### src/rtl/clock_rate_scheduler.sv
`default_nettype none
// ============================================================================
//  clock_rate_scheduler : divided clock generator with run/stop sequencing
//  and period-boundary divisor updates.               Revision 1.0
// ============================================================================
module clock_rate_scheduler #(
    parameter int unsigned WIDTH       = 28,
    parameter int unsigned DEFAULT_DIV = 25000000,
    parameter int unsigned MIN_DIV     = 2
) (
    input  logic             clock_in,
    input  logic             reset_n,
    input  logic             run,
    input  logic             div_req,
    input  logic [WIDTH-1:0] div_value,
    output logic             div_ack,
    output logic             div_err,
    output logic             busy,
    output logic             active,
    output logic             tick,
    output logic             clock_out
);

    localparam logic [WIDTH-1:0] C_DEFAULT_DIV = WIDTH'(DEFAULT_DIV);
    localparam logic [WIDTH-1:0] C_MIN_DIV     = WIDTH'(MIN_DIV);
    localparam logic [WIDTH-1:0] C_ONE         = WIDTH'(1);

    typedef enum logic [0:0] {
        STOPPED = 1'b0,
        RUNNING = 1'b1
    } state_t;

    state_t           state_q,   state_d;
    logic [WIDTH-1:0] cnt_q,     cnt_d;
    logic [WIDTH-1:0] cur_div_q, cur_div_d;
    logic [WIDTH-1:0] pend_div_q, pend_div_d;
    logic             busy_q,    busy_d;
    logic             clk_out_q, clk_out_d;
    logic             ack_q,     ack_d;
    logic             err_q,     err_d;

    logic [WIDTH-1:0] w_half;
    logic             w_boundary;

    assign w_half     = cur_div_q >> 1;
    assign w_boundary = (cnt_q == (cur_div_q - C_ONE));

    always_ff @(posedge clock_in or negedge reset_n) begin
        if (!reset_n) begin
            state_q    <= STOPPED;
            cnt_q      <= '0;
            cur_div_q  <= C_DEFAULT_DIV;
            pend_div_q <= '0;
            busy_q     <= 1'b0;
            clk_out_q  <= 1'b0;
            ack_q      <= 1'b0;
            err_q      <= 1'b0;
        end else begin
            state_q    <= state_d;
            cnt_q      <= cnt_d;
            cur_div_q  <= cur_div_d;
            pend_div_q <= pend_div_d;
            busy_q     <= busy_d;
            clk_out_q  <= clk_out_d;
            ack_q      <= ack_d;
            err_q      <= err_d;
        end
    end

    always_comb begin
        state_d    = state_q;
        cnt_d      = cnt_q;
        cur_div_d  = cur_div_q;
        pend_div_d = pend_div_q;
        busy_d     = busy_q;
        clk_out_d  = 1'b0;
        ack_d      = 1'b0;
        err_d      = 1'b0;

        // Requests arriving while one is pending are dropped silently.
        if (div_req && !busy_q) begin
            if (div_value < C_MIN_DIV) begin
                err_d = 1'b1;
            end else begin
                pend_div_d = div_value;
                busy_d     = 1'b1;
            end
        end

        case (state_q)
            STOPPED: begin
                cnt_d     = '0;
                clk_out_d = 1'b0;
                if (busy_q) begin
                    cur_div_d = pend_div_q;
                    busy_d    = 1'b0;
                    ack_d     = 1'b1;
                end
                if (run) begin
                    state_d = RUNNING;
                end
            end
            RUNNING: begin
                clk_out_d = (cnt_q < w_half);
                if (w_boundary) begin
                    // Divisor and run/stop changes only take effect between periods.
                    cnt_d = '0;
                    if (busy_q) begin
                        cur_div_d = pend_div_q;
                        busy_d    = 1'b0;
                        ack_d     = 1'b1;
                    end
                    if (!run) begin
                        state_d = STOPPED;
                    end
                end else begin
                    cnt_d = cnt_q + C_ONE;
                end
            end
            default: begin
                state_d = STOPPED;
                cnt_d   = '0;
            end
        endcase
    end

    assign div_ack   = ack_q;
    assign div_err   = err_q;
    assign busy      = busy_q;
    assign active    = (state_q == RUNNING);
    assign tick      = (state_q == RUNNING) && (cnt_q == '0);
    assign clock_out = clk_out_q;

endmodule
`default_nettype wire

### config.mk
export PLATFORM = sky130hd
export DESIGN_NAME = clock_rate_scheduler
export DESIGN_NICKNAME = d
export VERILOG_FILES = /design/src/rtl/clock_rate_scheduler.sv
export SDC_FILE = /design/constraint.sdc
export NUM_CORES = 1
export LEC_CHECK = 0
export BUFFER_PORTS_ARGS = -buffer_cell sky130_fd_sc_hd__buf_2
export CELL_PAD_IN_SITES_DETAIL_PLACEMENT = 0
export CELL_PAD_IN_SITES_GLOBAL_PLACEMENT = 2
export CORE_MARGIN = 3
export CORE_UTILIZATION = 40
export DETAILED_ROUTE_END_ITERATION = 12
export PLACE_DENSITY_LB_ADDON = 0.1
export RECOVER_POWER = 25
export SLEW_MARGIN = 10
export SYNTH_ARGS = -nofsm -noshare
export SYNTH_HDL_FRONTEND = slang
export SYNTH_SLANG_ARGS = --single-unit
### constraint.sdc
create_clock -name clock_in -period 4.5 [get_ports clock_in]
set_clock_uncertainty 0.15 [all_clocks]
set_input_delay 0.675 -clock clock_in [delete_from_list [all_inputs] [get_ports clock_in]]
set_output_delay 0.675 -clock clock_in [all_outputs]
set_load 0.01 [all_outputs]
Yosys cells after proc, flatten, opt, wreduce, memory -nomap -nowiden
Cells that the tools add are included.
- bitwise gates (word level): 2
- multiplexer cells: 19
- $lt $le $gt $ge: 2
- $add $sub $neg: 2
- reductions and logical operators: 5
- equal/unequal tests: 2
- operator list (kind ; number):
    $pmux 28 s2 ; 2
    $mux 28 ; 3
    $add 28x1->28 const B ; 1
    $eq 28x28->1 ; 1
    $logic_not 28->1 ; 1
    $lt 28x2->1 const B ; 1
    $lt 28x27->1 ; 1
    $sub 28x1->28 const B ; 1
    $mux 1 ; 10
    $pmux 1 s2 ; 4
    $logic_and 1x1->1 ; 2
    $ne 2x1->1 const B ; 1
    $not 1->1 ; 2
    $reduce_and 2->1 ; 1
    $logic_not 1->1 ; 1
- input port bits: 32
- logic and storage cells: 40
- output and inout port bits: 6
- bits in registers: 89

Logic depth before layout (Yosys ltp)
- word-level depth: 6
- depth in mapped cells: 12
- depth with buffers taken out: 10

Least setup slack after synthesis
No wires, ideal clock.
- path kind: reg-to-reg
- start point: register cur_div_q[3]
- end point: register cur_div_q[10]
- stages on the path, launching flop included: 12
- setup slack: 1243 ps
- data required time: 4228 ps
- data arrival time: 2985 ps
- path buffers: 3
- cells stage by stage: dfrtp_1 -> buf_6 -> or4_4 -> buf_6 -> or4_4 -> nor4_2 -> o211a_1 -> o32ai_1 -> and4bb_1 -> o2111ai_4 -> buf_6 -> a32o_1
- longest elaborated chain between the ends: 3
- RTL lines (item ; RTL line ; text):
    from (decl) ; 35 ; logic [WIDTH-1:0] cur_div_q, cur_div_d;
    from (signal assigned) ; 61 ; cur_div_q <= cur_div_d;
    $sub 28x1->28 ; 46 ; assign w_boundary = (cnt_q == (cur_div_q - C_ONE));
    $eq 28x28->1 ; 46 ;
    $ne 2x1->1 (no line) ; - ;
Every way passes these cells.
A chain may end at the register's enable or synchronous reset.

Worst setup path after layout
- start point: register cur_div_q[3]
- end point: register cur_div_q[15]
Same word-level chain as after synthesis.

==> impl_metrics.toml <==
[status]
status = "complete, but fails checks"
violations = "capacitance limit, slew limit"

[routing]
firstDrtPassIters = 4
ant_nets = 0
drt_wl_total_um = 14300
drcViolationCount = 0
via_per_inst = 5.63
drt-wirelength-per-cell_um = 18.5
drtIter0Drc = 181
vias = 4348

[yosys]
ys_ff_latch = 89
synthCells = 569
syn_avg_cell_area_um2 = 9.93
async_flop_share_pct = 100
synthesis.nets = 630
ys_warn_count = 0
synth-seq-area-share_pct = 39.7
ys_types = 63
ys.flop_type = "dfrtp_1"
syn_area_um2 = 5650
synth-edff-count = 0

[global_routing]
antenna_found_initial = 0
grt_max_degree = 71
grt_pass1_wl_um = 23800
grt.total_usage_pct = 18.9
grt_pass1_vias = 4362
grt_overflow = 0

[clocking]
ctsHoldBuffers = 0
numCtsBuffers = 9
post_cts_buffers = 0
cts_tree = "built"
worstSkewPairLatency_ns = 0.35
cts_sinks = 89
htree_num_levels = 3
path_clk_slew_ns = 0.07
cts_resized = 0
clockBufferDepth = 2
cts_root_buf = "clkbuf_16"

[placement]
numPortBuffers = 37
dp_hpwl_um = 10500
gp_congestion = 0.891

[floorplan]
coreArea_um2 = 13500
io_pins = 38
dieHeight_um = 125
die_area_um2 = 15600
initial_core_util_pct = 41.8
placementRows = 42
die_w_um = 125

[sta]
fmax_mhz = 269
final_max_slew_viol_count = 71
rsz0062_at_grt = "false"
worst_pin_slew_ns = 1.77
finalCriticalPeriod_ns = 3.71
finalHoldViolCount = 0
tns_ns = 0
finalCritPeriodShare_pct = 82.5
setup_violations = 0
maxSlewHeadroom_pct = -18.2

[cells_and_area]
n_antenna_cell = 0
nets = 652
syn_to_final_growth_pct = 10.7
layout-drive-gt1-share_pct = 18.5

[critical_path]
end_kind = "register"
critPathMaxFanout = 28
worstPathRequired_ns = 4.58
cp_data_arrival_time_ns = 3.80
path_buf_inv = 0
slowest_delay_ns = 0.63
reg2reg_setup_slack_ns = 0.79
cp-start-kind = "register"
cpMaxStageDelayCell = "or4_4"
crit_type = "register to register"
crit_chain = "or4_4 -> or3_1 -> xnor2_1 -> nor4bb_1 -> o2111ai_1 -> and4bb_1 -> o2111ai_4 -> a32o_1"
cp_top_family = "simple AND/OR/NAND/NOR gates"

[job]
cap_viol_max_count = 1

[pwr]
power_leakage_uw = 0.00286
p_per_area_nw_per_um2 = 259
p_total_uw = 1620
max-vdd-ir-drop_v = 0.000149

[min_path]
min_path_type = "register to register"
cells by family (layout without fill, tap and decap cells):
kind of cell | after synthesis | after routing | synth area share (%)
fa+ha+maj | 29 | 29 | 6.42
flops | 89 | 89 | 39.7
mux | 30 | 30 | 5.94
buf+inv | 68 | 95 | 5.27
simple gates | 213 | 213 | 21.9
xor+xnor | 58 | 58 | 8.99
compound gates | 82 | 82 | 11.8
synthesized netlist by cell type (3+ instances only):
cell / n / area share, %
inv_1: 35 / 2.3
nor4_1: 17 / 1.9
a21oi_1: 10 / 0.89
buf_2: 4 / 0.35
ha_1: 29 / 6.4
and3_1: 7 / 0.78
a32o_1: 28 / 5.0
xor2_1: 33 / 5.1
o21ai_0: 10 / 0.89
nor2b_1: 3 / 0.33
nor3_1: 16 / 1.4
nand4_1: 17 / 1.9
clkbuf_1: 22 / 1.5
nor2_1: 50 / 3.3
xnor2_1: 25 / 3.9
a31oi_1: 4 / 0.44
dfrtp_1: 77 / 34
dfstp_2: 12 / 5.6
nand3_1: 14 / 1.2
nand2b_1: 11 / 1.2
nand3b_1: 3 / 0.40
mux2_2: 28 / 5.6
buf_6: 4 / 0.80
nand2_1: 17 / 1.1
a21o_1: 5 / 0.66
o2111ai_1: 3 / 0.47
o211ai_1: 4 / 0.53
and4_1: 6 / 0.93
and2_1: 30 / 3.3
metal layers:
metal / share of wire [%] / GRT usage, % / routed length, um / vias to the layer above
li1: - / - / - / 2124
met1: 50 / 27.4 / 7210 / 2129
met2: 45 / 29.0 / 6440 / 83
met3: 3.2 / 3.56 / 463 / 12
met4: 1.2 / 5.17 / 168 / 0
met5: 0 / 0 / 0 / -
flip-flops by register name (all words and copies together), names as in the netlist:
| register | cells |
|---|---|
| active | 1 |
| busy | 1 |
| clock_out | 1 |
| cnt_q | 28 |
| cur_div_q | 28 |
| div_ack | 1 |
| div_err | 1 |
| pend_div_q | 28 |
placed cells by master (no fill, tap or decap), drive strengths merged, types with 3 or more instances in the layout:
cell,n
dfrtp,77
nor2,50
buf,43
inv,37
xor2,33
and2,31
ha,29
mux2,28
a32o,28
xnor2,25
nor4,20
nor3,18
nand4,17
nand2,17
nand3,14
o21ai,13
dfstp,12
nand2b,11
clkbuf,11
a21oi,10
and3,7
and4,6
a21o,5
o211ai,4
a31oi,4
o2111ai,4
or4,4
nand3b,3
nor2b,3
nor4b,3
per-stage QoR:
step                worst slack [ns]  utilization (%)  area, um2  instances  hold WS (ns)
global route                   0.483             46.3       6250        772         0.371
global placement               0.850             44.1       5950        756         0.342
CTS                            0.764             46.3       6250        772         0.326
finish                         0.787             46.3       6250        772         0.355
floorplan                       1.24                -       5650        569         0.229
detailed placement             0.791             44.1       5950        756         0.344
final cells by class:
cell class	count	area, um2
Fill cell	1269	7260
Multi-Input combinational cell	412	3120
Sequential cell	89	2240
Timing Repair Buffer	44	238
Clock buffer	10	229
Tap cell	176	220
Inverter	35	131
Clock inverter	6	73.8
where the power goes:
group | internal, uW | switching (uW) | total (uW) | leakage [uW]
clock network | 438 | 348 | 786 | 0.000141
logic | 11.3 | 23.5 | 34.8 | 0.00154
registers | 800 | 0 | 800 | 0.00118
final timing paths:
| check | start | to | depth (start not counted) |
|---|---|---|---|
| worst max-delay path | cur_div_q[3] | cur_div_q[15] | 8 |
| worst min-delay path | pend_div_q[7] | pend_div_q[7] | 1 |
| worst max register to register | cur_div_q[3] | cur_div_q[15] | 8 |
| worst min register to register | pend_div_q[7] | pend_div_q[7] | 1 |
| max in group asynchronous | reset_n | cur_div_q[24] | 2 |
| min in group asynchronous | reset_n | cnt_q[2] | 1 |
Power figures use the tool's default switching activity.
